File: config.mk
export PLATFORM = sky130hd
export DESIGN_NAME = axi_lite_req_arbiter
export DESIGN_NICKNAME = d
export VERILOG_FILES = /design/src/rtl/axi_arb_pkg.sv /design/src/rtl/rr_arbiter.sv /design/src/rtl/axi_lite_req_arbiter.sv
export SDC_FILE = /design/constraint.sdc
export NUM_CORES = 1
export LEC_CHECK = 0
export BUFFER_PORTS_ARGS = -buffer_cell sky130_fd_sc_hd__buf_2
export CAP_MARGIN = 15
export CORE_MARGIN = 1.5
export CORE_UTILIZATION = 50
export DETAILED_ROUTE_END_ITERATION = 12
export PLACE_DENSITY = 0.87
export RECOVER_POWER = 25
export SLEW_MARGIN = 20
export SYNTH_ARGS = -nofsm -noshare
export SYNTH_HDL_FRONTEND = slang
export SYNTH_HIERARCHICAL = 1
export SYNTH_SLANG_ARGS = --single-unit
File: constraint.sdc
create_clock -name ACLK -period 4.1 [get_ports ACLK]
set_input_delay 0.615 -clock ACLK [delete_from_list [all_inputs] [get_ports ACLK]]
set_output_delay 0.615 -clock ACLK [all_outputs]
set_load 0.02 [all_outputs]
File: src/rtl/axi_arb_pkg.sv
// Shared types and constants for the AXI4-Lite request arbiter.
package axi_arb_pkg;

  typedef enum logic [1:0] {IDLE, ISSUE, WAIT, RESP} state_t;

  localparam logic [1:0] RESP_OKAY   = 2'b00;
  localparam logic [1:0] RESP_SLVERR = 2'b10;
  localparam logic [1:0] RESP_DECERR = 2'b11;

  // Index width for a requester count; never narrower than one bit.
  function automatic int clog2_req(input int n);
    clog2_req = 1;
    while ((1 << clog2_req) < n) clog2_req++;
  endfunction

endpackage

File: src/rtl/rr_arbiter.sv
// Combinational round-robin grant: first set request at or after ptr, wrapping.
module rr_arbiter
  import axi_arb_pkg::*;
#(
  parameter int NUM_REQ = 2,
  localparam int PW = clog2_req(NUM_REQ)
) (
  input  logic [NUM_REQ-1:0] req,
  input  logic [PW-1:0]      ptr,
  output logic [NUM_REQ-1:0] grant,
  output logic [PW-1:0]      grant_idx
);

  logic [PW:0] pos;
  logic        found;

  always_comb begin
    grant     = '0;
    grant_idx = '0;
    found     = 1'b0;
    pos       = '0;
    for (int k = 0; k < NUM_REQ; k++) begin
      // ptr < NUM_REQ, so one subtraction is enough to wrap
      pos = {1'b0, ptr} + (PW+1)'(k);
      if (pos >= (PW+1)'(NUM_REQ)) pos = pos - (PW+1)'(NUM_REQ);
      if (!found && req[pos[PW-1:0]]) begin
        grant[pos[PW-1:0]] = 1'b1;
        grant_idx          = pos[PW-1:0];
        found              = 1'b1;
      end
    end
  end

endmodule

File: src/rtl/axi_lite_req_arbiter.sv
// Shares one AXI4-Lite master request port among NUM_REQ requesters, one
// transaction in flight, completion seen by snooping the B/R handshakes.
module axi_lite_req_arbiter
  import axi_arb_pkg::*;
#(
  parameter int DATA_WIDTH     = 32,
  parameter int ADDR_WIDTH     = 6,
  parameter int NUM_REQ        = 2,
  parameter int TIMEOUT_CYCLES = 256
) (
  input  logic                           ACLK,
  input  logic                           ARESET,
  input  logic [NUM_REQ-1:0]             req_valid,
  input  logic [NUM_REQ-1:0]             req_write,
  input  logic [NUM_REQ*ADDR_WIDTH-1:0]  req_addr,
  input  logic [NUM_REQ*DATA_WIDTH-1:0]  req_wdata,
  output logic [NUM_REQ-1:0]             req_ready,
  output logic [NUM_REQ-1:0]             rsp_valid,
  output logic [1:0]                     rsp_resp,
  output logic [DATA_WIDTH-1:0]          rsp_rdata,
  output logic                           write_request,
  output logic                           read_request,
  output logic [ADDR_WIDTH-1:0]          ext_waddr,
  output logic [ADDR_WIDTH-1:0]          ext_raddr,
  output logic [DATA_WIDTH-1:0]          ext_wdata,
  input  logic                           mon_bvalid,
  input  logic                           mon_bready,
  input  logic [1:0]                     mon_bresp,
  input  logic                           mon_rvalid,
  input  logic                           mon_rready,
  input  logic [DATA_WIDTH-1:0]          mon_rdata,
  output logic                           busy,
  output logic                           timeout_flag
);

  localparam int PW = clog2_req(NUM_REQ);
  localparam int CW = $clog2(TIMEOUT_CYCLES + 2);
  // Counter is compared before its increment, so expiry is at T-2 here
  localparam logic [CW-1:0] WD_LIMIT =
    CW'((TIMEOUT_CYCLES > 1) ? (TIMEOUT_CYCLES - 2) : 0);
  localparam logic [NUM_REQ-1:0] ONE = NUM_REQ'(1);

  logic [NUM_REQ-1:0][ADDR_WIDTH-1:0] addr_arr;
  logic [NUM_REQ-1:0][DATA_WIDTH-1:0] wdata_arr;

  state_t             state;
  logic [PW-1:0]      ptr, gnt_q, gnt_idx;
  logic [NUM_REQ-1:0] grant;
  logic               wr_q;
  logic [CW-1:0]      wd_cnt;
  logic               done, expire;

  assign addr_arr  = req_addr;
  assign wdata_arr = req_wdata;

  rr_arbiter #(.NUM_REQ(NUM_REQ)) u_rr (
    .req       (req_valid),
    .ptr       (ptr),
    .grant     (grant),
    .grant_idx (gnt_idx)
  );

  assign req_ready = (state == IDLE && !ARESET) ? grant : '0;
  assign busy      = (state != IDLE);
  assign done      = wr_q ? (mon_bvalid & mon_bready) : (mon_rvalid & mon_rready);
  assign expire    = (TIMEOUT_CYCLES != 0) && (wd_cnt >= WD_LIMIT);

  always_ff @(posedge ACLK) begin
    if (ARESET) begin
      state         <= IDLE;
      ptr           <= '0;
      gnt_q         <= '0;
      wr_q          <= 1'b0;
      wd_cnt        <= '0;
      rsp_valid     <= '0;
      rsp_resp      <= '0;
      rsp_rdata     <= '0;
      write_request <= 1'b0;
      read_request  <= 1'b0;
      ext_waddr     <= '0;
      ext_raddr     <= '0;
      ext_wdata     <= '0;
      timeout_flag  <= 1'b0;
    end else begin
      case (state)
        IDLE: begin
          if (|grant) begin
            gnt_q <= gnt_idx;
            wr_q  <= req_write[gnt_idx];
            if (req_write[gnt_idx]) begin
              write_request <= 1'b1;
              ext_waddr     <= addr_arr[gnt_idx];
              ext_wdata     <= wdata_arr[gnt_idx];
            end else begin
              read_request  <= 1'b1;
              ext_raddr     <= addr_arr[gnt_idx];
            end
            state <= ISSUE;
          end
        end
        ISSUE: begin
          write_request <= 1'b0;
          read_request  <= 1'b0;
          wd_cnt        <= '0;
          state         <= WAIT;
        end
        WAIT: begin
          // A real completion wins over a watchdog expiry in the same cycle
          if (done || expire) begin
            rsp_valid <= ONE << gnt_q;
            if (done) begin
              rsp_resp  <= wr_q ? mon_bresp : RESP_OKAY;
              rsp_rdata <= wr_q ? '0 : mon_rdata;
            end else begin
              rsp_resp     <= RESP_DECERR;
              rsp_rdata    <= '0;
              timeout_flag <= 1'b1;
            end
            ext_waddr <= '0;
            ext_raddr <= '0;
            ext_wdata <= '0;
            state     <= RESP;
          end else begin
            wd_cnt <= wd_cnt + 1'b1;
          end
        end
        RESP: begin
          rsp_valid <= '0;
          rsp_resp  <= '0;
          rsp_rdata <= '0;
          ptr       <= (gnt_q == PW'(NUM_REQ - 1)) ? '0 : gnt_q + 1'b1;
          state     <= IDLE;
        end
        default: state <= IDLE;
      endcase
    end
  end

endmodule

==> impl_metrics.toml, run 1 <==
[synth]
netlist.area_leader.share_pct = 42.07
ys_ff_latch = 97
synth_xor_area_share_pct = 0
synth_area_leaders = "dfxtp_1 (42%), mux2i_1 (8.9%), a32o_1 (6.9%)"
synth.avg_cell_area_um2 = 9.195
ys.flop_type = "dfxtp_1"
synth-edff-count = 0
synth_top_family_by_area = "compound AO/OA/AOI/OAI gates"
synth_fa_ha_area_share_pct = 1.626
yosysSeqAreaShare_pct = 42.07
syn_nets = 628
yosys.area.top_type = "dfxtp_1"
synthMuxAreaShare_pct = 10.60
syn_inst = 502
yosys_warnings = 6
synth_area_um2 = 4616
synth_compound_area_share_pct = 24.99
synthArstFlopShare_pct = 0
yosys.area_share.simple_pct = 14.94
synth_cell_types = 47

[die]
rows = 34
die_y_um = 99.08
die_w_um = 99.08
dieArea_um2 = 9817
fp.coreArea_um2 = 8848
start_util_pct = 52.16
ios = 206

[drt]
vias = 4819
wirelength_um = 13140
viasPerCell = 6.131
wl_per_cell_um = 16.71
dr.first_iter.drc_count = 219
dr.pass1.iters = 4
route.detailed.drc = 0
final_antenna_net_count = 0

[finish]
drive_gt1_share_pct = 29.94
fin_area_um2 = 5792
final_common_cell = "buf_2"
fillCellCount = 740
fin_nets = 799
syn_to_final_growth_pct = 25.48
fin_cells = 786
final_cell_mix = "buf_2 (161), dfxtp_1 (97), nor2_1 (50)"
antenna_cells = 0

[timing]
slew_headroom_pct = 30.91
min_period_over_period_pct = 62.29
whs_ns = 0.4505
setup_tns_ns = 0
tightestPinTransition_ns = 1.034
fmax_mhz = 391.5
fin_skew_ns = 0.01233
min_period_ns = 2.554
slew_viol_final = 0
hold_violations = 0
finalSetupViolCount = 0
rsz0062_at_grt = "no"

[placed_design]
place_inst = 770
place.gp.congestion = 0.8313
placed_area_um2 = 5655
dp_hpwl_um = 8929
io_buffers = 205

[clock_network]
clockBufferDepth = 2
cts_inserted_buffers = 9
clock_tree.root_cell = "clkbuf_8"
cts_tree = "built"
post_cts_resized = 0
cts_sinks = 97
clock_latency_ns = 0.36
postCtsSetupBuffers = 0
htreeDepth = 3
ctsHoldBuffers = 0
cts.clk_slew.worst_paths_ns = 0.10

[critical_path]
worstPathRequired_ns = 4.34
r2r-end = "ext_raddr[5]$_SDFFE_PP0P_"
worstSetupPathType = "register to register"
crit_path_end = "ext_raddr[5]$_SDFFE_PP0P_"
r2r_setup_slack_ns = 1.55
cp.arrival_ns = 2.79
startpoint = "state[0]$_SDFFE_PP0P_"
reg2reg_from = "state[0]$_SDFFE_PP0P_"
endpoint_kind = "register"
critPathMaxFanout = 52
start_kind = "register"
r2r_cells = 7

[outcome]
status = "complete, no violations"

[grt]
track_usage_pct = 26.46
grt_max_degree = 53
grt_pass1_vias = 4740
antenna_found_initial = 0
overflow = 0
grt_pass1_wl_um = 21540

[flow_run]
maxCapViolCount = 0

[pwr]
p_leak_nw = 2.385
power_density_nw_per_um2 = 483.1
vdd_drop_max_uv = 361.2

[worst_hold_path]
hp-class = "register to register"
hp-start = "gnt_q$_SDFFE_PP0P_"
==> how the worst min path moves through the flow <==
stage,end,slack (ns),cells after the start
after floorplan,rsp_valid[0]$_SDFFE_PP0P_,0.41,1
after global placement,rsp_valid[0]$_SDFFE_PP0P_,0.43,1
after detailed placement,rsp_valid[0]$_SDFFE_PP0P_,0.43,1
after CTS,rsp_valid[0]$_SDFFE_PP0P_,0.44,1
after global routing,rsp_rdata[13]$_SDFFE_PP0P_,0.44,2
final,rsp_valid[0]$_SDFFE_PP0P_,0.45,1
==> final cells by class <==
class | instances | area, um2 | area share (%)
sequential | 97 | 1942 | 33.53
inverter | 13 | 48.80 | 0.8425
clock buffer | 10 | 127.6 | 2.203
multi-input combinational | 341 | 2471 | 42.67
tap | 108 | 135.1 | 2.333
timing repair buffer | 211 | 1016 | 17.54
clock inverter | 6 | 51.30 | 0.8857
==> state kept, by name, summed over array words and instances (netlist names), 2 cells and up <==
| register | flops |
|---|---|
| ext_raddr | 6 |
| ext_wdata | 32 |
| rsp_resp | 2 |
| ext_waddr | 6 |
| state | 2 |
| rsp_rdata | 32 |
| wd_cnt | 9 |
| rsp_valid | 2 |
==> worst max-delay path, cell delays in order (launching register included) <==
cell and delay, ns:
dfxtp_1 0.36, inv_1 0.10, ha_2 0.25, buf_4 0.49
nor2b_1 0.33, a21oi_1 0.12, a221oi_4 0.39, mux2_1 0.39
==> power by group <==
part / switching, W / internal [W]
Clock: 0.000348 / 0.000230
Combinational: 0.000727 / 0.000369
Sequential: 0.0000675 / 0.00106
Total: 0.00114 / 0.00166
==> Yosys cell counts (all sizes together) (2+ instances only) <==
| master | count |
|---|---|
| nor3 | 7 |
| a32o | 32 |
| mux2i | 41 |
| nor2 | 51 |
| nor2b | 9 |
| buf | 23 |
| or4 | 4 |
| and4 | 2 |
| a21oi | 13 |
| a211oi | 39 |
| o32ai | 4 |
| ha | 6 |
| a21boi | 4 |
| o21a | 3 |
| mux2 | 7 |
| o31ai | 4 |
| o21ai | 45 |
| nand3 | 9 |
| nand2 | 3 |
| a41oi | 2 |
| inv | 13 |
| nor4 | 38 |
| dfxtp | 97 |
| clkbuf | 28 |
| and3 | 4 |
==> cell families (layout without fill, tap and decap cells) <==
kind of cell / after synthesis / count (layout)
flip-flops: 97 / 97
buffers and inverters: 64 / 240
multiplexers: 48 / 48
adder cells (fa/ha/maj): 6 / 6
AO/OA/AOI/OAI: 155 / 155
AND/OR/NAND/NOR: 132 / 132
==> metrics by stage <==
stage          util (%)  setup slack (ns)  total power, W
2_1_floorplan         -             1.985        0.001919
3_3_place_gp      63.91             1.552        0.002190
5_1_grt           65.46             1.438        0.002959
4_1_cts           65.94             1.362        0.002811
6_report          65.46             1.546        0.002798
3_5_place_dp      63.91             1.386        0.002231
==> per-layer routing <==
layer	vias to the layer above	wire, um	track usage (%)
met2	189	6988	47.69
met1	2337	5201	31.11
met5	-	0	0
met3	32	654	4.752
met4	0	290	10.51
li1	2261	-	-
No activity file was read; power rests on OpenSTA's default activity.
==> run 2, diff against run 1 <==
ABC_AREA = 1   (was default)
CORE_UTILIZATION = 44   (was 50)
PLACE_DENSITY = 0.8   (was 0.87)
clock period = 2.3 ns   (was 4.1 ns; I/O delays follow)
==> impl_metrics.toml, run 2 <==
[outcome]
status = "complete, no violations"

[finish]
fin_nets = 1115
syn_to_final_growth_pct = 25.86
fin_area_um2 = 6387
drive_gt1_share_pct = 22.86
antenna_cells = 0
final_common_cell = "nor2_1"
top_regs = "ext_wdata (32), rsp_rdata (32), wd_cnt (9)"
final_cell_mix = "nor2_1 (214), nand2_1 (166), buf_2 (161)"

[clock_network]
clock_latency_ns = 0.35
cts.clk_slew.worst_paths_ns = 0.07
clock_tree.root_cell = "clkbuf_16"
postCtsSetupBuffers = 0
cts_inserted_buffers = 9
clockBufferDepth = 2
cts_sinks = 97
htreeDepth = 3
ctsHoldBuffers = 0
post_cts_resized = 0
cts_tree = "built"

[synth]
synthTopCellsByCount = "nor2_1 (214), nand2_1 (166), inv_1 (102), dfxtp_1 (97), o21ai_0 (58)"
synthArstFlopShare_pct = 0
syn_inst = 806
yosys.area.top_type = "dfxtp_1"
synth.avg_cell_area_um2 = 6.296
yosysSeqAreaShare_pct = 38.26
netlist.area_leader.share_pct = 38.26
ys_ff_latch = 97
syn_nets = 932
synth_area_um2 = 5075
yosysMostFrequentCell = "nor2_1"
yosys_warnings = 6
synth-edff-count = 0
synth_cell_types = 35
synth_area_leaders = "dfxtp_1 (38%), nor2_1 (16%), nand2_1 (12%)"
ys.flop_type = "dfxtp_1"

[timing]
min_period_over_period_pct = 87.54
fmax_mhz = 496.6
finalSetupViolCount = 0
fin_skew_ns = 0.008466
slew_headroom_pct = 52.90
hold_violations = 0
tightestPinTransition_ns = 0.7057
min_period_ns = 2.014
slew_viol_final = 0
rsz0062_at_grt = "no"
setup_tns_ns = 0

[pwr]
swShare_pct = 47.44
power_density_nw_per_um2 = 1392
p_leak_nw = 3.375
p_clk_share_pct = 15.8
seqPwrFrac_pct = 31.3
p_int_w = 0.004671
vdd_drop_max_uv = 798.0
combPwrFrac_pct = 52.9
p_switching_w = 0.004217

[critical_path]
r2r_cells = 9
cpPeakStageDelay_ns = 0.40
r2r_setup_slack_ns = 0.29
r2r-end = "ext_raddr[3]$_SDFFE_PP0P_"
cp.arrival_ns = 2.30
crit_path_end = "ext_raddr[3]$_SDFFE_PP0P_"
worst-path-buf-inv = 3
slowest_stage = "a21oi_1"
startpoint = "state[0]$_SDFFE_PP0P_"
critPathMaxFanout = 42
crit_chain = "inv_1 -> ha_2 -> buf_4 -> nor2_1 -> a21oi_1 -> nand3_4 -> nand2_1 -> inv_1 -> nor2_1"
worstSetupPathType = "register to register"
reg2reg_from = "state[0]$_SDFFE_PP0P_"
start_kind = "register"
cpLargestDelayFamily = "buffers and inverters"
endpoint_kind = "register"
cp_num_cells = 9
worstPathRequired_ns = 2.58

[worst_hold_path]
min_path_cells = 2
hp-class = "primary input to register"

[drt]
dr.pass1.iters = 4
route.detailed.drc = 0
vias = 5360
viasPerCell = 4.718
wirelength_um = 13840
final_antenna_net_count = 0
dr.first_iter.drc_count = 296
wl_per_cell_um = 12.19

[die]
fp.coreArea_um2 = 11320
start_util_pct = 44.83
rows = 39
die_w_um = 110.4
dieArea_um2 = 12190
ios = 206
die_y_um = 110.4

[grt]
grt_pass1_wl_um = 21410
grt_max_degree = 49
overflow = 0
antenna_found_initial = 0
grt_pass1_vias = 4624
track_usage_pct = 22.51

[placed_design]
place.gp.congestion = 0.8380
dp_hpwl_um = 9965
io_buffers = 205
placed_area_um2 = 6172

[flow_run]
maxCapViolCount = 0
## run 2: cell count changes in the layout (fill, tap and decap cells not counted), sizes merged, moves of 7 or more
| cell | before | now |
|---|---|---|
| buf | 167 | 174 |
| a32o | 32 | 0 |
| nor4 | 38 | 0 |
| nand3 | 9 | 20 |
| nor2 | 51 | 227 |
| nor2b | 9 | 0 |
| a21oi | 13 | 38 |
| a211oi | 39 | 1 |
| mux2 | 7 | 0 |
| inv | 16 | 118 |
| nand4 | 0 | 15 |
| mux2i | 41 | 0 |
| o21ai | 45 | 59 |
| nand2 | 3 | 169 |
## run 2: cell families after synthesis
| logic type | after synthesis | synth area share, % |
|---|---|---|
| fa+ha+maj | 6 | 1.479 |
| xor+xnor | 1 | 0.1726 |
| compound gates | 101 | 10.28 |
| buf+inv | 163 | 13.76 |
| simple gates | 438 | 36.05 |
| flops | 97 | 38.26 |
## run 2: worst min path at each step
stage                                           from                          to  slack, ns
after CTS                                     ARESET      wd_cnt[7]$_SDFFE_PP0P_       0.27
final                                         ARESET      wd_cnt[7]$_SDFFE_PP0P_       0.27
after floorplan                   gnt_q$_SDFFE_PP0P_            ptr$_SDFFE_PP0P_       0.44
after detailed placement  rsp_rdata[16]$_SDFFE_PP0P_  rsp_rdata[16]$_SDFFE_PP0P_       0.47
after global routing                          ARESET      wd_cnt[7]$_SDFFE_PP0P_       0.28
after global placement     rsp_valid[0]$_SDFFE_PP0P_   rsp_valid[0]$_SDFFE_PP0P_       0.46
## run 2: cell type report
cell class                 count  area (um2)
clock buffer                  10       239.0
clock inverter                 5       31.28
fill                        1186        4933
inverter                     117       441.7
multi-input combinational    546        2449
sequential                    97        1942
tap                          143       178.9
timing repair buffer         218        1106
## run 2: power groups by stage
stage | clock [W] | combinational (W) | sequential, W
2_1_floorplan | 0 | 0.00266 | 0.00362
3_3_place_gp | 0 | 0.00476 | 0.00278
3_5_place_dp | 0 | 0.00480 | 0.00281
4_1_cts | 0.00145 | 0.00483 | 0.00278
5_1_grt | 0.00151 | 0.00532 | 0.00288
6_report | 0.00140 | 0.00470 | 0.00278
## run 2: stage by stage
| stage | hold slack (ns) | setup WS [ns] | power (W) | utilization (%) | std cells |
|---|---|---|---|---|---|
| 6_report | 0.2674 | 0.2865 | 0.008888 | 56.42 | 1136 |
| 5_1_grt | 0.2815 | 0.07231 | 0.009708 | 56.42 | 1136 |
| 4_1_cts | 0.2727 | 0.2769 | 0.009053 | 56.91 | 1136 |
| 3_5_place_dp | 0.4659 | 0.3119 | 0.007612 | 54.52 | 1121 |
| 3_3_place_gp | 0.4579 | 0.2497 | 0.007541 | 54.52 | 1121 |
| 2_1_floorplan | 0.4435 | 0.6925 | 0.006281 | - | 806 |
## run 2: worst register-to-register path, delay by kind of cell, from the launching register on
| family | cells | cell delay (ns) |
|---|---|---|
| adder cells (fa/ha/maj) | 1 | 0.18 |
| flip-flops | 1 | 0.34 |
| AO/OA/AOI/OAI | 1 | 0.40 |
| buffers and inverters | 3 | 0.51 |
| AND/OR/NAND/NOR | 4 | 0.53 |
## run 2: metal layers
metal	GRT usage, %	part of all wire [%]	vias to the layer above
li1	-	-	2796
met1	28.13	43	2387
met2	36.38	47	140
met3	6.114	6.0	37
met4	9.615	3.3	0
met5	0	0	-
